[config.mk]
export PLATFORM = sky130hd
export DESIGN_NAME = runner_game_ctrl_flat
export DESIGN_NICKNAME = d
export VERILOG_FILES = /design/src/rtl/game_pkg.sv /design/src/rtl/runner_game_ctrl_if.sv /design/src/rtl/runner_lfsr.sv /design/src/rtl/runner_game_ctrl.sv /design/src/flat_wrapper.sv
export SDC_FILE = /design/constraint.sdc
export NUM_CORES = 1
export LEC_CHECK = 0
export ABC_AREA = 1
export ABC_CLOCK_PERIOD_IN_PS = 1600
export CAP_MARGIN = 20
export CELL_PAD_IN_SITES_DETAIL_PLACEMENT = 2
export CELL_PAD_IN_SITES_GLOBAL_PLACEMENT = 2
export CORE_MARGIN = 3
export CORE_UTILIZATION = 29
export CTS_CLUSTER_SIZE = 20
export DETAILED_ROUTE_END_ITERATION = 8
export PLACE_DENSITY = 0.77
export SETUP_SLACK_MARGIN = 0.1
export SLEW_MARGIN = 20
export SYNTH_ARGS = -nofsm -noshare
export SYNTH_HDL_FRONTEND = slang
export SYNTH_SLANG_ARGS = --single-unit
export TNS_END_PERCENT = 1
[constraint.sdc]
create_clock -name clk -period 1.6 [get_ports clk]
set_input_delay 0.32 -clock clk [delete_from_list [all_inputs] [get_ports clk]]
set_output_delay 0.32 -clock clk [all_outputs]
set_load 0.1 [all_outputs]
[src/rtl/game_pkg.sv]
// Shared types and constants for the runner game sequencer: state encoding,
// lane codes, field geometry and the obstacle LFSR step function.
package game_pkg;

    typedef enum logic [1:0] {
        IDLE  = 2'd0,
        PLAY  = 2'd1,
        CRASH = 2'd2,
        SCORE = 2'd3
    } game_state_t;

    localparam logic LANE_FLOOR = 1'b0;
    localparam logic LANE_CEIL  = 1'b1;

    localparam int NUM_COLS   = 6;
    localparam int PLAYER_COL = 4;
    localparam int SCORE_W    = 14;

    // Fibonacci step, taps 8,6,5,4 counted from the input end (bit7 = stage 1).
    function automatic logic [7:0] lfsr_next(input logic [7:0] v);
        return {v[0] ^ v[2] ^ v[3] ^ v[4], v[7:1]};
    endfunction

endpackage

[src/rtl/runner_game_ctrl_if.sv]
// Signal bundle between the game sequencer and its surroundings (buttons,
// tick source, auth block on one side, display decoder on the other).
interface runner_game_ctrl_if;
    import game_pkg::*;

    logic                loggedIn_in;
    logic                tick;
    logic                startBtn;
    logic                flipBtn;
    logic                spawnEn;
    logic                injEn;
    logic                injLane;
    logic                loggedIn;
    logic [NUM_COLS-1:0] ceilingBits;
    logic [NUM_COLS-1:0] floorBits;
    logic                playerPos;
    logic [SCORE_W-1:0]  score;
    logic                showScore;
    logic [1:0]          state_o;

    modport master (
        output loggedIn_in, tick, startBtn, flipBtn, spawnEn, injEn, injLane,
        input  loggedIn, ceilingBits, floorBits, playerPos, score, showScore, state_o
    );

    modport slave (
        input  loggedIn_in, tick, startBtn, flipBtn, spawnEn, injEn, injLane,
        output loggedIn, ceilingBits, floorBits, playerPos, score, showScore, state_o
    );

endinterface

[src/rtl/runner_lfsr.sv]
// 8-bit obstacle LFSR with seed reload and step enable; exposes only the two
// bits the spawner draws from (bit0 = spawn decision, bit1 = lane).
module runner_lfsr
    import game_pkg::*;
#(
    parameter logic [7:0] SEED = 8'hA5
) (
    input  logic       clk,
    input  logic       rst_n,
    input  logic       load,
    input  logic       step,
    output logic [1:0] draw
);

    logic [7:0] lfsr_reg;

    always_ff @(posedge clk or negedge rst_n) begin
        if (!rst_n) begin
            lfsr_reg <= SEED;
        end else if (load) begin
            lfsr_reg <= SEED;
        end else if (step) begin
            lfsr_reg <= lfsr_next(lfsr_reg);
        end
    end

    assign draw = lfsr_reg[1:0];

endmodule

[src/rtl/runner_game_ctrl.sv]
// Runner game sequencer: owns obstacle field, player lane and score, and walks
// the IDLE/PLAY/CRASH/SCORE phases one step per tick strobe.
module runner_game_ctrl
    import game_pkg::*;
#(
    parameter logic [7:0] LFSR_SEED   = 8'hA5,
    parameter int         MIN_GAP     = 2,
    parameter int         CRASH_TICKS = 3,
    parameter int         SCORE_MAX   = 9999
) (
    input logic              clk,
    input logic              rst_n,
    runner_game_ctrl_if.slave bus
);

    localparam logic [7:0]         GAP_SAT    = 8'(MIN_GAP);
    localparam logic [7:0]         CRASH_LAST = 8'(CRASH_TICKS - 1);
    localparam logic [SCORE_W-1:0] SCORE_TOP  = SCORE_W'(SCORE_MAX);

    game_state_t         state_reg, state_next;
    logic [NUM_COLS-1:0] ceil_reg, ceil_next, floor_reg, floor_next;
    logic [NUM_COLS-1:0] ceil_stepped, floor_stepped;
    logic                pos_reg, pos_next, pend_reg, pend_next;
    logic [SCORE_W-1:0]  score_reg, score_next;
    logic [7:0]          gap_reg, gap_next, crash_cnt_reg, crash_cnt_next;
    logic                login_reg, show_reg;
    logic                lfsr_load, lfsr_step;
    logic [1:0]          lfsr_draw;
    logic                flip_now, pos_stepped, spawn_ok, ins_valid, ins_lane, hit;

    runner_lfsr #(.SEED(LFSR_SEED)) u_lfsr (
        .clk   (clk),
        .rst_n (rst_n),
        .load  (lfsr_load),
        .step  (lfsr_step),
        .draw  (lfsr_draw)
    );

    // Candidate field/lane after one PLAY tick; committed only when a tick lands in PLAY.
    assign flip_now    = pend_reg | bus.flipBtn;
    assign pos_stepped = pos_reg ^ flip_now;
    assign spawn_ok    = bus.spawnEn && (gap_reg >= GAP_SAT) && lfsr_draw[0];
    assign ins_valid   = bus.injEn | spawn_ok;
    assign ins_lane    = bus.injEn ? bus.injLane : lfsr_draw[1];

    assign ceil_stepped[0]  = ins_valid && (ins_lane == LANE_CEIL);
    assign floor_stepped[0] = ins_valid && (ins_lane == LANE_FLOOR);
    genvar gi;
    generate
        for (gi = 1; gi < NUM_COLS; gi++) begin : g_shift
            assign ceil_stepped[gi]  = ceil_reg[gi-1];
            assign floor_stepped[gi] = floor_reg[gi-1];
        end
    endgenerate

    assign hit = (pos_stepped == LANE_CEIL) ? ceil_stepped[PLAYER_COL]
                                            : floor_stepped[PLAYER_COL];

    always_ff @(posedge clk or negedge rst_n) begin
        if (!rst_n) begin
            state_reg <= IDLE;
        end else begin
            state_reg <= state_next;
        end
    end

    always_comb begin
        state_next = state_reg;
        if (!bus.loggedIn_in) begin
            state_next = IDLE;
        end else begin
            case (state_reg)
                IDLE:    if (bus.startBtn) state_next = PLAY;
                PLAY:    if (bus.tick && hit) state_next = CRASH;
                CRASH:   if (bus.tick && (crash_cnt_reg == CRASH_LAST)) state_next = SCORE;
                SCORE:   if (bus.startBtn) state_next = IDLE;
                default: state_next = IDLE;
            endcase
        end
    end

    always_comb begin
        ceil_next      = ceil_reg;
        floor_next     = floor_reg;
        pos_next       = pos_reg;
        score_next     = score_reg;
        pend_next      = pend_reg;
        gap_next       = gap_reg;
        crash_cnt_next = crash_cnt_reg;
        lfsr_load      = 1'b0;
        lfsr_step      = 1'b0;
        if (!bus.loggedIn_in) begin
            ceil_next  = '0;
            floor_next = '0;
            pos_next   = 1'b0;
            score_next = '0;
            pend_next  = 1'b0;
        end else begin
            case (state_reg)
                IDLE: begin
                    if (bus.startBtn) begin
                        lfsr_load = 1'b1;
                        gap_next  = GAP_SAT;
                        pend_next = 1'b0;
                    end
                end
                PLAY: begin
                    if (bus.tick) begin
                        pos_next   = pos_stepped;
                        pend_next  = 1'b0;
                        ceil_next  = ceil_stepped;
                        floor_next = floor_stepped;
                        gap_next   = ins_valid ? 8'd0
                                   : ((gap_reg < GAP_SAT) ? gap_reg + 8'd1 : GAP_SAT);
                        lfsr_step  = 1'b1;
                        if (hit) begin
                            crash_cnt_next = 8'd0;
                        end else begin
                            score_next = (score_reg >= SCORE_TOP) ? SCORE_TOP
                                                                  : score_reg + 1'b1;
                        end
                    end else begin
                        pend_next = flip_now;
                    end
                end
                CRASH: begin
                    pend_next = 1'b0;
                    if (bus.tick) crash_cnt_next = crash_cnt_reg + 8'd1;
                end
                SCORE: begin
                    if (bus.startBtn) begin
                        ceil_next  = '0;
                        floor_next = '0;
                        score_next = '0;
                    end
                end
                default: ;
            endcase
        end
    end

    always_ff @(posedge clk or negedge rst_n) begin
        if (!rst_n) begin
            ceil_reg      <= '0;
            floor_reg     <= '0;
            pos_reg       <= 1'b0;
            score_reg     <= '0;
            pend_reg      <= 1'b0;
            gap_reg       <= GAP_SAT;
            crash_cnt_reg <= 8'd0;
            login_reg     <= 1'b0;
            show_reg      <= 1'b0;
        end else begin
            ceil_reg      <= ceil_next;
            floor_reg     <= floor_next;
            pos_reg       <= pos_next;
            score_reg     <= score_next;
            pend_reg      <= pend_next;
            gap_reg       <= gap_next;
            crash_cnt_reg <= crash_cnt_next;
            login_reg     <= bus.loggedIn_in;
            show_reg      <= (state_next == SCORE);
        end
    end

    assign bus.loggedIn    = login_reg;
    assign bus.ceilingBits = ceil_reg;
    assign bus.floorBits   = floor_reg;
    assign bus.playerPos   = pos_reg;
    assign bus.score       = score_reg;
    assign bus.showScore   = show_reg;
    assign bus.state_o     = state_reg;

endmodule

[src/flat_wrapper.sv]
// flat-port wrapper written by rule: the top's interface ports become plain ports
module runner_game_ctrl_flat import game_pkg::*;
#(
    parameter logic [7:0] LFSR_SEED   = 8'hA5,
    parameter int         MIN_GAP     = 2,
    parameter int         CRASH_TICKS = 3,
    parameter int         SCORE_MAX   = 9999
)
  (clk, rst_n, bus_loggedIn_in, bus_tick, bus_startBtn, bus_flipBtn, bus_spawnEn, bus_injEn, bus_injLane, bus_loggedIn, bus_ceilingBits, bus_floorBits, bus_playerPos, bus_score, bus_showScore, bus_state_o);
  runner_game_ctrl_if bus_i ();
  input logic clk;
  input logic rst_n;
  input wire logic [$bits(bus_i.loggedIn_in)-1:0] bus_loggedIn_in;
  input wire logic [$bits(bus_i.tick)-1:0] bus_tick;
  input wire logic [$bits(bus_i.startBtn)-1:0] bus_startBtn;
  input wire logic [$bits(bus_i.flipBtn)-1:0] bus_flipBtn;
  input wire logic [$bits(bus_i.spawnEn)-1:0] bus_spawnEn;
  input wire logic [$bits(bus_i.injEn)-1:0] bus_injEn;
  input wire logic [$bits(bus_i.injLane)-1:0] bus_injLane;
  output wire logic [$bits(bus_i.loggedIn)-1:0] bus_loggedIn;
  output wire logic [$bits(bus_i.ceilingBits)-1:0] bus_ceilingBits;
  output wire logic [$bits(bus_i.floorBits)-1:0] bus_floorBits;
  output wire logic [$bits(bus_i.playerPos)-1:0] bus_playerPos;
  output wire logic [$bits(bus_i.score)-1:0] bus_score;
  output wire logic [$bits(bus_i.showScore)-1:0] bus_showScore;
  output wire logic [$bits(bus_i.state_o)-1:0] bus_state_o;
  assign bus_i.loggedIn_in = bus_loggedIn_in;
  assign bus_i.tick = bus_tick;
  assign bus_i.startBtn = bus_startBtn;
  assign bus_i.flipBtn = bus_flipBtn;
  assign bus_i.spawnEn = bus_spawnEn;
  assign bus_i.injEn = bus_injEn;
  assign bus_i.injLane = bus_injLane;
  assign bus_loggedIn = bus_i.loggedIn;
  assign bus_ceilingBits = bus_i.ceilingBits;
  assign bus_floorBits = bus_i.floorBits;
  assign bus_playerPos = bus_i.playerPos;
  assign bus_score = bus_i.score;
  assign bus_showScore = bus_i.showScore;
  assign bus_state_o = bus_i.state_o;
  runner_game_ctrl #(.LFSR_SEED(LFSR_SEED), .MIN_GAP(MIN_GAP), .CRASH_TICKS(CRASH_TICKS), .SCORE_MAX(SCORE_MAX)) u_core (.clk(clk), .rst_n(rst_n), .bus(bus_i));
endmodule
Yosys cells after proc, flatten, opt, wreduce, memory -nomap -nowiden
Cells that the tools add are included.
Word-level totals
  register bits: 56
  logic and storage cells: 102
Operators by class
  mux-type cells: 45
  equal/unequal tests: 17
  add/sub/neg operators: 3
  order comparisons: 3
  reductions and logical operators: 16
  bitwise gates (word level): 7
Operator list (number)
  two-way mux 8 bit: 9
  two-way mux 14 bit: 5
  one-hot mux 8 bit (2 select lines): 2
  two-way mux 6 bit: 5
  one-hot mux 14 bit (2 select lines): 1
  one-hot mux 6 bit (2 select lines): 2
  adder 8 x 1 -> 8 bit, second input constant: 2
  adder 14 x 1 -> 14 bit, second input constant: 1
  greater-or-equal comparator 14 bit, second input constant: 1
  two-way mux 1 bit: 14
  != test 3 bit, second input constant: 4
  two-way mux 2 bit: 5
  equality test 8 x 2 -> 1 bit, second input constant: 1
  greater-or-equal comparator 8 x 2 -> 1 bit, second input constant: 1
  less-than comparator 8 x 2 -> 1 bit, second input constant: 1
  one-hot mux 2 bit (4 select lines): 1
  AND reduction 4 bit: 2
  equality test 2 bit, second input constant: 3
  logical AND 1 bit: 6
  != test 2 x 1 -> 1 bit, second input constant: 3
  != test 2 bit, second input constant: 3
  nonzero test 2 bit: 3
  AND reduction 5 bit: 1
  != test 4 x 1 -> 1 bit, second input constant: 1
  other kinds (9): 14

Depth between registers and ports, before layout
Gate-level depths: netlist (run 1).
  depth in word-level cells: 8
  mapped depth: 13
  mapped depth without buffers: 13

By module
From an unflattened synthesis (run 1), not the netlist that was laid out.
Unflattened totals
  cell total of the unflattened synthesis: 407
  area total of the unflattened synthesis: 3106.7 µm²
Modules (own cells, without submodules)
  runner_game_ctrl: cells an instance 355, area an instance 2691.3 µm², times used 1
  runner_lfsr: cells an instance 52, area an instance 415.4 µm², times used 1

Worst setup path after synthesis (run 1)
Ideal clock, no wire load.
  path type: reg2reg
  start point: register u_core.state_reg[1] (netlist: u_core.bus.state_o[1])
  end point: register u_core.score_reg[10] (netlist: u_core.bus.score[10])
  data required time: 1.475 ns
  period minus slack after synthesis: 2.331 ns
  buffers on the path: 1
  arrival: 2.206 ns
  cell stages (with the launch flop): 14
  slack: -0.731 ns
  setup time: 0.125 ns
  path through: dfrtp_1 > inv_1 > ha_1 > nand2_1 > inv_2 > nand2_1 > nand2_2 > inv_2 > nand2_4 > inv_2 > buf_4 > nand2_1 > nand2_1 > o21ai_1
On the way
  cells in the longest elaborated chain, start to end: 3
Ends and longest elaborated chain
  start, declared: RTL line runner_game_ctrl.sv:20  | game_state_t state_reg, state_next;
  start signal, assigned: RTL line runner_game_ctrl.sv:63  | state_reg <= state_next;
  equality test 2 x 1 -> 1 bit / equality test 2 bit (equally long branches): RTL line runner_game_ctrl.sv:99  | case (state_reg)
  != test 3 bit (no line), or another cell as far along
  AND reduction 4 bit (no line) / two-way mux 14 bit (equally long branches)
  end signal, assigned: RTL line runner_game_ctrl.sv:157  | score_reg <= score_next;
  end, declared: RTL line runner_game_ctrl.sv:24  | logic [SCORE_W-1:0] score_reg, score_next;
Several ways; a longest one is shown, not always the timed one.
A chain may end at the register's enable or synchronous reset.

Final worst setup path (run 1)
  start point: register u_core.score_reg[6] (netlist: u_core.bus.score[6])
  end point: register u_core.score_reg[2] (netlist: u_core.bus.score[2])
On the way
  cells in the longest elaborated chain, start to end: 6
Ends and longest elaborated chain
  greater-or-equal comparator 14 bit: RTL line runner_game_ctrl.sv:119  | score_next = (score_reg >= SCORE_TOP) ? SCORE_TOP
  two-way mux 14 bit: RTL line runner_game_ctrl.sv:119
  two-way mux 14 bit: RTL line runner_game_ctrl.sv:116  | if (hit) begin
  two-way mux 14 bit: RTL line runner_game_ctrl.sv:108  | if (bus.tick) begin
  one-hot mux 14 bit (2 select lines): RTL line runner_game_ctrl.sv:99
  two-way mux 14 bit: RTL line runner_game_ctrl.sv:92  | if (!bus.loggedIn_in) begin
Every way passes these cells. The select of a mux whose other input is x is not followed.

==> flow_summary.rst, run 1 <==
.. list-table::
   :header-rows: 1

   * - Metric
     - Value
   * - Top fanout value on the critical path
     - 5
   * - Net switching power
     - 1.58 mW
   * - Effective utilization at floorplan
     - 30.5%
   * - Clock root buffer
     - clkbuf_8
   * - Pwr dens
     - 855 mW/mm^2
   * - Cells after Synth
     - 396
   * - GRT met1 Usage
     - 23.3%
   * - ANT nets after route
     - 0
   * - Detail-routed net length per standard cell
     - 21.1 um
   * - GR met3 Demand/Resource
     - 3.34%
   * - Start of the worst register-to-register path
     - u_core.bus.score[6]
   * - Final critical-path required period
     - 1860 ps
   * - Clock buffers created by TritonCTS
     - 5
   * - Detailed-route wire length
     - 13300 um
   * - Worst skew pair latency
     - 320 ps
   * - Cell depth of the worst hold path
     - 2
   * - Commonest cells after routing, fill and taps aside
     - 93 x nand2_1, 51 x inv_1, 48 x buf_4
   * - Gp weighted congestion
     - 0.777
   * - Utilization after layout
     - 47.1%
   * - Leakage Power
     - 2.13 nW
   * - Synthesis-to-layout area growth
     - 54.7%
   * - Placed cells
     - 610
   * - Part of the power in combinational logic
     - 36.2%
   * - Depth of the most critical reg-to-reg path
     - 7
   * - Smallest setup slack after layout
     - -263 ps
   * - Std cell rows
     - 36
   * - Largest register FFs
     - 14
   * - Count of antenna diodes in the layout
     - 0
   * - Post-synthesis register bit count
     - 56
   * - Crit path required time
     - 1800 ps
   * - First-pass GRT wire length
     - 18800 um
   * - Clock group share of total power
     - 22.0%
   * - Arrival time of data at the critical path endpoint
     - 2060 ps
   * - Worst hold path endpoint
     - u_core.u_lfsr.lfsr_reg[5]
   * - First-pass iteration count of the detailed router
     - 4
   * - WS Path Type
     - reg -> reg
   * - Final Slew Violations
     - 0
   * - Peak-usage layer in the global routing report
     - met2
   * - Largest family of logic cells by synthesized area
     - simple AND/OR/NAND/NOR gates
   * - Number of H-tree levels
     - 2
   * - Most common library cell in the layout ignoring fill and taps
     - nand2_1
   * - Kind of end point of the critical path
     - flip-flop
   * - Die area
     - 0.0118 mm^2
   * - Unrepaired setup endpoints after global routing
     - true
   * - Setup slack on the worst flop-to-flop path
     - -260 ps
   * - Top-Level Pins
     - 40
   * - Number of endpoints failing setup at the final stage
     - 37
   * - Minimum hold slack
     - 523 ps
   * - Placed Area
     - 0.00430 mm^2
   * - Share of post-route cells with drive strength above 1
     - 35.5%
   * - Critical-path cell list
     - nor2_1, nor2_1, a21oi_1, nand2_1, buf_4, a21oi_1, o22ai_1
   * - Met2 track demand over resource
     - 39.1%
   * - Iter 0 DRT Violations
     - 112
   * - # port buffers
     - 39
   * - Residual DRC count
     - 0
   * - Total routing resource utilization after global routing
     - 20.8%
   * - Violated checks
     - setup timing
   * - Vias per inst
     - 5.10
   * - Sink Count
     - 56
   * - TritonCTS clock tree
     - yes
   * - Via count of the first global-routing pass
     - 3631
   * - VDD IR max
     - 0.000529 V
   * - Area fraction in compound gates after synthesis
     - 11.0%
   * - Average size of a mapped cell
     - 7.69 um^2
   * - Longest individual stage delay on the worst path
     - 460 ps
   * - Final cell area excluding filler cells
     - 0.00471 mm^2
   * - Slowest cell on crit path
     - dfrtp_2
   * - Warnings, synthesis
     - 0
   * - Simple-gate share of the synthesized area
     - 27.2%
   * - Syn_nets
     - 414
   * - Run status
     - complete, but fails checks
   * - Pin slew with the least headroom to its limit
     - 442 ps
   * - Net switching share of the total power
     - 39.2%
   * - Maximum number of pins on one net before global-route repair
     - 57
   * - Area of the placeable core
     - 0.0100 mm^2
   * - Mux cell area share after synthesis
     - 0%
   * - Internal power contribution
     - 2.45 mW
   * - Clock transition time at the flip-flop clock pins of the worst setup and hold paths
     - 110 ps
   * - End of the worst register-to-register path
     - u_core.bus.score[2]
   * - Sequential cell area fraction in the yosys report
     - 46.2%
   * - Number of standard cells in the layout, taps in and fillers out
     - 631
   * - Nature of the critical path startpoint
     - flip-flop
   * - Synth Area in Adders
     - 3.70%
   * - X dimension of the die
     - 108 um
   * - Vertical extent of the die
     - 108 um
   * - Worst Clk Skew
     - 6.16 ps
   * - Period utilisation layout
     - 116%
   * - Global-route congestion overflow total
     - 0
   * - Antenna violations before repair
     - 0
   * - Fmax
     - 537 MHz
   * - HP Class
     - reg -> reg
   * - Max Cap Violations
     - 0
   * - Yosys cell types
     - 30
   * - Maximum clock insertion buffer count
     - 2
   * - Headroom to the max-slew limit
     - 70.5%
   * - Worst Hold Launch
     - u_core.u_lfsr.lfsr_reg[6]
   * - Net total in the final layout
     - 515
   * - Setup_tns
     - -4430 ps
   * - Vias
     - 3217
   * - Fin. Hold Viols
     - 0
   * - Xor-xnor portion of the synthesized cell area
     - 3.16%
   * - Post-detailed-placement half-perimeter wirelength
     - 8180 um
   * - Netlist area before placement
     - 0.00305 mm^2
   * - Part of the power in registers
     - 41.9%
[routing by layer]
metal	vias to the layer above	share of wire [%]
met4	0	3.5
met5	-	0
met1	1647	39
li1	1466	-
met2	73	54
met3	31	3.7
[how the worst max path moves through the flow]
stage,start,depth (start not counted),end,slack [ps]
detailed placement,bus_loggedIn_in,7,u_core.bus.score[12],-470
CTS,u_core.bus.state_o[0],10,u_core.bus.score[12],-160
global placement,bus_loggedIn_in,7,u_core.bus.score[11],-390
floorplan,u_core.bus.state_o[0],11,u_core.bus.score[4],-170
global route,u_core.bus.score[7],7,u_core.bus.score[2],-300
finish,u_core.bus.score[6],7,u_core.bus.score[2],-260
[cells in the mapped netlist]
library cell    n  area share (%)
nand4_1         6             1.2
o21bai_1        1            0.25
a211oi_1        1            0.25
buf_2           2            0.33
o211ai_1        1            0.25
clkinv_1        1            0.12
o21ai_0        26             4.3
a21oi_1        12             2.0
o21ai_1         6            0.99
xnor2_1         1            0.29
inv_2           5            0.62
nand3_1        27             4.4
dfrtp_1        51              42
o22ai_1        12             2.5
nand3_4         1            0.58
nor2_4          3             1.1
o21ai_2         1            0.29
ha_1            9             3.7
nand2_1       101              12
nand2_2         2            0.41
buf_6           1            0.37
xor2_1         10             2.9
nand3_2         1            0.33
inv_1          57             7.0
dfstp_2         5             4.3
nor2_1         46             5.7
buf_4           1            0.25
nand2_4         1            0.37
o2111ai_1       1            0.29
nor3_1          4            0.66
[cell families (layout without fill, tap and decap cells)]
| family | Yosys count | after routing |
|---|---|---|
| xor+xnor | 11 | 11 |
| compound gates | 61 | 61 |
| flops | 56 | 56 |
| buf+inv | 67 | 169 |
| simple gates | 192 | 192 |
| fa+ha+maj | 9 | 9 |
[through the flow]
stage          power, mW  setup slack, ps
6_report            4.03             -263
5_1_grt             4.23             -301
3_3_place_gp        2.90             -388
4_1_cts             3.91             -164
2_1_floorplan       2.41             -169
3_5_place_dp        2.97             -474
[area by class of cell]
cell class	count	area, um^2
Clock buffer	6	82.6
Clock inverter	2	13.8
Fill cell	1139	5290
Inverter	63	259
Multi-Input combinational cell	273	1570
Sequential cell	56	1440
Tap cell	133	166
Timing Repair Buffer	97	1180
Timing Repair inverter	1	6.26
[what timing repair did]
action                                 in CTS  in global routing
pin swaps                                   7                 15
gates resized for setup                    29                 41
hold buffers                                1                  0
gates cloned                                0                  1
setup endpoints to repair                  56                 57
endpoints found under the hold margin       7                  0
setup buffers                               3                  8
[power groups by stage]
stage	combinational [mW]	sequential, mW	clock (mW)
global route	1.56	1.70	0.967
finish	1.46	1.69	0.884
floorplan	0.410	2.00	0
global placement	1.21	1.70	0
CTS	1.32	1.68	0.905
detailed placement	1.26	1.71	0
[critical path: cells and delay by family, from the launching register on]
kind / cells / cell delay, ps
AO/OA/AOI/OAI: 3 / 680
flip-flops: 1 / 460
AND/OR/NAND/NOR: 3 / 400
buffers and inverters: 1 / 200
(Power assumes the default switching activity.)
==> inputs of run 2 (changes only) <==
--- a/config.mk
+++ b/config.mk
@@ -12,11 +12,12 @@
 export CELL_PAD_IN_SITES_GLOBAL_PLACEMENT = 2
 export CORE_MARGIN = 3
 export CORE_UTILIZATION = 29
+export CTS_BUF_LIST = sky130_fd_sc_hd__clkbuf_16
 export CTS_CLUSTER_SIZE = 20
 export DETAILED_ROUTE_END_ITERATION = 8
+export HOLD_SLACK_MARGIN = 0.1
 export PLACE_DENSITY = 0.77
 export SETUP_SLACK_MARGIN = 0.1
-export SLEW_MARGIN = 20
 export SYNTH_ARGS = -nofsm -noshare
 export SYNTH_HDL_FRONTEND = slang
 export SYNTH_SLANG_ARGS = --single-unit
==> run 2 against run 1 <==
Against the previous run:
- the flow still finishes with violations (setup timing)
- hold slack worse by 2.5 ps
- routed wire length up 2.8%
- clock skew up 5.3 ps
- clock power up 31%
- cell count up 0.63%
- critical endpoint is now u_core.gap_reg[2]
- via count down 0.65%
- flip-flop and latch count unchanged
- core utilization up 0.49 points
- design area up 1.0%
- critical path type unchanged
- setup slack better by 47 ps
- critical path depth up 2
- largest cell class unchanged
==> flow_summary.rst, run 2 (synthesis results as in run 1) <==
.. list-table::
   :header-rows: 1

   * - Metric
     - Value
   * - First-pass iteration count of the detailed router
     - 4
   * - Pin slew with the least headroom to its limit
     - 510 ps
   * - Combined area of the multi-input logic cells
     - 0.00153 mm^2
   * - Pwr dens
     - 910 mW/mm^2
   * - Residual DRC count
     - 0
   * - Top fanout value on the critical path
     - 6
   * - Clock transition time at the flip-flop clock pins of the worst setup and hold paths
     - 80 ps
   * - Setup_tns
     - -6290 ps
   * - Effective utilization at floorplan
     - 30.5%
   * - Worst skew pair latency
     - 310 ps
   * - Synthesis-to-layout area growth
     - 56.3%
   * - Smallest setup slack after layout
     - -216 ps
   * - Run status
     - complete, but fails checks
   * - Clock root buffer
     - clkbuf_16
   * - TritonCTS clock tree
     - yes
   * - End of the worst register-to-register path
     - u_core.gap_reg[2]
   * - Count of filler cells inserted in the layout
     - 1127
   * - Clock buffers created by TritonCTS
     - 5
   * - Die area
     - 0.0118 mm^2
   * - Fmax
     - 551 MHz
   * - Final Slew Violations
     - 0
   * - Start of the worst register-to-register path
     - u_core.bus.state_o[1]
   * - Crit path required time
     - 1830 ps
   * - Maximum clock insertion buffer count
     - 2
   * - Headroom to the max-slew limit
     - 66.0%
   * - Iter 0 DRT Violations
     - 84
   * - Cell depth of the worst hold path
     - 2
   * - Nature of the critical path startpoint
     - flip-flop
   * - Unrepaired setup endpoints after global routing
     - true
   * - Period utilisation layout
     - 113%
   * - Maximum number of pins on one net before global-route repair
     - 57
   * - Sink Count
     - 56
   * - Register area
     - 0.00144 mm^2
   * - WS Path Type
     - reg -> reg
   * - Max Cap Violations
     - 0
   * - HP Class
     - reg -> reg
   * - Depth of the most critical reg-to-reg path
     - 9
   * - # port buffers
     - 39
   * - Vias per inst
     - 5.03
   * - Setup slack on the worst flop-to-flop path
     - -220 ps
   * - Vertical extent of the die
     - 108 um
   * - Top-Level Pins
     - 40
   * - Leakage Power
     - 2.16 nW
   * - Post-detailed-placement half-perimeter wirelength
     - 8180 um
   * - First-pass GRT wire length
     - 19000 um
   * - Vias
     - 3196
   * - Worst Hold Launch
     - u_core.u_lfsr.lfsr_reg[6]
   * - Net total in the final layout
     - 519
   * - Std cell rows
     - 36
   * - Worst hold path endpoint
     - u_core.u_lfsr.lfsr_reg[5]
   * - Final critical-path required period
     - 1820 ps
   * - Number of endpoints failing setup at the final stage
     - 55
   * - Fin. Hold Viols
     - 0
   * - Share of post-route cells with drive strength above 1
     - 33.9%
   * - Number of H-tree levels
     - 2
   * - Violated checks
     - setup timing
   * - Via count of the first global-routing pass
     - 3603
   * - X dimension of the die
     - 108 um
   * - ANT nets after route
     - 0
   * - Commonest cells after routing, fill and taps aside
     - 95 x nand2_1, 54 x buf_4, 50 x inv_1
   * - Antenna violations before repair
     - 0
   * - Gp weighted congestion
     - 0.777
   * - Largest register FFs
     - 14
   * - Total routing resource utilization after global routing
     - 21.1%
   * - Detailed-route wire length
     - 13700 um
   * - Most common library cell in the layout ignoring fill and taps
     - nand2_1
   * - Kind of end point of the critical path
     - flip-flop
   * - Global-route congestion overflow total
     - 0
   * - Count of antenna diodes in the layout
     - 0
   * - VDD IR max
     - 0.000412 V
   * - Minimum hold slack
     - 521 ps
   * - Detail-routed net length per standard cell
     - 21.5 um
   * - Area of the placeable core
     - 0.0100 mm^2
   * - Worst Clk Skew
     - 11.5 ps
   * - Arrival time of data at the critical path endpoint
     - 2040 ps
[run 2: final cells by class]
| cell class | instances | area share, % |
|---|---|---|
| Clock inverter | 3 | 0.368 |
| Tap cell | 133 | 3.49 |
| Inverter | 63 | 5.65 |
| Timing Repair Buffer | 102 | 25.6 |
| Sequential cell | 56 | 30.2 |
| Multi-Input combinational cell | 273 | 32.1 |
| Clock buffer | 5 | 2.63 |
[run 2: worst max-delay path, stage by stage, from the launching register on]
cell and delay (ps):
dfrtp_4 520, inv_4 90, ha_4 210, clkinvlp_4 190, o21ai_2 170, nand2_2 90
inv_2 100, nand2_1 70, xor2_1 150, a21oi_1 140
[run 2: stage by stage]
step | instance area, um^2 | util, % | setup slack, ps | cells | power [mW]
final | 4760 | 47.6 | -216 | 635 | 4.33
after global routing | 4760 | 47.6 | -321 | 635 | 4.52
after CTS | 4590 | 45.9 | -122 | 627 | 4.19
after detailed placement | 4300 | 43.0 | -474 | 610 | 2.97
after global placement | 4300 | 43.0 | -388 | 610 | 2.90
after floorplan | 3110 | - | -169 | 396 | 2.41
[run 2: what timing repair did]
item,4_1_cts,5_1_grt
pin swaps,7,9
buffers inserted,8,8
hold buffers,1,0
resized for setup,25,30
hold endpoints to repair,51,0
endpoints found under the setup margin,56,56
[run 2: worst max-delay path by stage]
| stage | startpoint | endpoint | slack [ps] | depth (start not counted) |
|---|---|---|---|---|
| finish | u_core.bus.state_o[1] | u_core.gap_reg[2] | -220 | 9 |
| CTS | u_core.bus.state_o[0] | u_core.gap_reg[2] | -120 | 10 |
| global route | u_core.bus.state_o[1] | u_core.gap_reg[2] | -320 | 9 |
| global placement | bus_loggedIn_in | u_core.bus.score[11] | -390 | 7 |
| floorplan | u_core.bus.state_o[0] | u_core.bus.score[4] | -170 | 11 |
| detailed placement | bus_loggedIn_in | u_core.bus.score[12] | -470 | 7 |
[run 2: per-layer routing]
layer,GRT usage (%),vias to the layer above,part of all wire [%]
met4,7.12,0,3.5
li1,-,1466,-
met1,22.9,1642,39
met3,4.00,31,2.4
met2,40.5,57,56
met5,0,-,0
[run 2: power by group]
| part | switching, mW | internal (mW) | total [mW] |
|---|---|---|---|
| logic | 0.926 | 0.552 | 1.48 |
| clock network | 0.580 | 0.582 | 1.16 |
| registers | 0.134 | 1.56 | 1.69 |
==> inputs of run 3 (changes only) <==
--- a/config.mk
+++ b/config.mk
@@ -18,6 +18,7 @@
 export HOLD_SLACK_MARGIN = 0.1
 export PLACE_DENSITY = 0.77
 export SETUP_SLACK_MARGIN = 0.1
+export SKIP_LAST_GASP = 1
 export SYNTH_ARGS = -nofsm -noshare
 export SYNTH_HDL_FRONTEND = slang
 export SYNTH_SLANG_ARGS = --single-unit
==> run 3 against run 2 <==
Against the previous run:
- the flow still finishes with violations (setup timing)
- cell count is 0.31% lower
- core utilization is 0.75 points lower
- flip-flop and latch count unchanged
- total power shrank 0.87%
- setup slack lost 57 ps
- routed wire length is 2.6% lower
- register-to-register slack worse by 60 ps
- clock power about the same
- via count shrank 0.41%
- critical path type unchanged
==> flow_summary.rst, run 3 (synthesis results as in run 1) <==
.. list-table::
   :header-rows: 1

   * - Metric
     - Value
   * - First-pass GRT wire length
     - 19100 um
   * - Commonest cells after routing, fill and taps aside
     - 95 x nand2_1, 56 x buf_4, 54 x inv_1
   * - Crit path required time
     - 1800 ps
   * - X dimension of the die
     - 108 um
   * - Net total in the final layout
     - 517
   * - Effective utilization at floorplan
     - 30.5%
   * - Die area
     - 0.0118 mm^2
   * - HP Class
     - reg -> reg
   * - Fmax
     - 534 MHz
   * - Headroom to the max-slew limit
     - 67.7%
   * - Iter 0 DRT Violations
     - 95
   * - Std cell rows
     - 36
   * - Violated checks
     - setup timing
   * - Number of H-tree levels
     - 2
   * - TritonCTS clock tree
     - yes
   * - Antenna violations before repair
     - 0
   * - Run status
     - complete, but fails checks
   * - Arrival time of data at the critical path endpoint
     - 2070 ps
   * - Total routing resource utilization after global routing
     - 21.2%
   * - Top-Level Pins
     - 40
   * - WS Path Type
     - reg -> reg
   * - VDD IR max
     - 0.000449 V
   * - Kind of end point of the critical path
     - flip-flop
   * - Worst Clk Skew
     - 8.31 ps
   * - Unrepaired setup endpoints after global routing
     - true
   * - Gp weighted congestion
     - 0.777
   * - Minimum hold slack
     - 522 ps
   * - Clock transition time at the flip-flop clock pins of the worst setup and hold paths
     - 80 ps
   * - Nature of the critical path startpoint
     - flip-flop
   * - Vias
     - 3183
   * - Top fanout value on the critical path
     - 11
   * - Final critical-path required period
     - 1870 ps
   * - Maximum number of pins on one net before global-route repair
     - 57
   * - Post-detailed-placement half-perimeter wirelength
     - 8180 um
   * - Share of post-route cells with drive strength above 1
     - 31.6%
   * - Count of antenna diodes in the layout
     - 0
   * - Clock root buffer
     - clkbuf_16
   * - Max Cap Violations
     - 0
   * - Largest register FFs
     - 14
   * - Period utilisation layout
     - 117%
   * - Sink Count
     - 56
   * - Depth of the most critical reg-to-reg path
     - 13
   * - Pin slew with the least headroom to its limit
     - 484 ps
   * - Clock buffers created by TritonCTS
     - 5
   * - Global-route congestion overflow total
     - 0
   * - Number of endpoints failing setup at the final stage
     - 56
   * - Most common library cell in the layout ignoring fill and taps
     - nand2_1
   * - Worst skew pair latency
     - 310 ps
   * - Detail-routed net length per standard cell
     - 21.1 um
   * - # port buffers
     - 39
   * - ANT nets after route
     - 0
   * - Area of the placeable core
     - 0.0100 mm^2
   * - Detailed-route wire length
     - 13300 um
   * - Setup_tns
     - -7830 ps
   * - Fin. Hold Viols
     - 0
   * - First-pass iteration count of the detailed router
     - 4
   * - Smallest setup slack after layout
     - -273 ps
   * - Synthesis-to-layout area growth
     - 53.8%
   * - Residual DRC count
     - 0
   * - Leakage Power
     - 2.15 nW
   * - Final Slew Violations
     - 0
   * - Via count of the first global-routing pass
     - 3630
   * - Vias per inst
     - 5.03
   * - Cell depth of the worst hold path
     - 2
   * - Pwr dens
     - 916 mW/mm^2
   * - Maximum clock insertion buffer count
     - 2
   * - Vertical extent of the die
     - 108 um
[run 3: critical path, stage by stage (launching register included)]
cell and delay (ps):
dfrtp_4 510, inv_4 90, ha_4 220, nand2_4 80, inv_4 110, nand2_2 70, nand2_2 110, clkinv_4 120
nand2_8 120, inv_8 60, nand2_1 70, nand2_1 70, nand2_1 90, inv_1 60
[run 3: report_power, final]
group          switching [mW]  internal (mW)
Sequential              0.127           1.56
Clock                   0.589          0.582
Combinational           0.906          0.532
[run 3: area by class of cell]
| type | instances | area, um^2 |
|---|---|---|
| Tap cell | 133 | 166 |
| Fill cell | 1117 | 5310 |
| Timing Repair inverter | 1 | 5.00 |
| Timing Repair Buffer | 99 | 1180 |
| Clock buffer | 5 | 125 |
| Sequential cell | 56 | 1440 |
| Multi-Input combinational cell | 273 | 1490 |
| Clock inverter | 3 | 17.5 |
| Inverter | 63 | 269 |
[run 3: stage by stage]
step,area [um^2],power [mW],worst slack [ps],std cells,util (%)
after floorplan,3110,2.41,-169,396,-
final,4690,4.29,-273,633,46.9
after global placement,4300,2.90,-388,610,43.0
after detailed placement,4300,2.97,-474,610,43.0
after global routing,4690,4.48,-337,633,46.9
after CTS,4540,4.18,-139,627,45.4
[run 3: final timing paths]
path	start	end	slack, ps
max reg2reg	u_core.bus.state_o[1]	u_core.bus.score[5]	-270
max in group asynchronous	rst_n	u_core.gap_reg[1]	740
min reg2reg	u_core.u_lfsr.lfsr_reg[6]	u_core.u_lfsr.lfsr_reg[5]	520
max	u_core.bus.state_o[1]	u_core.bus.score[5]	-270
min	u_core.u_lfsr.lfsr_reg[6]	u_core.u_lfsr.lfsr_reg[5]	520
min in group asynchronous	rst_n	u_core.gap_reg[6]	560
[run 3: per-layer routing]
layer	track usage, %	share of wire, %	routed length, um
met5	0	0	0
met3	3.28	2.7	354
met1	23.5	39	5200
met4	8.30	3.0	400
met2	40.1	55	7380
[run 3: repair_timing]
action | 4_1_cts | 5_1_grt
setup endpoints to repair | 56 | 56
buffers inserted | 8 | 5
pin swaps | 3 | 7
hold buffers | 1 | 0
endpoints found under the hold margin | 51 | 0
gates cloned | 0 | 1
gates resized for setup | 11 | 25
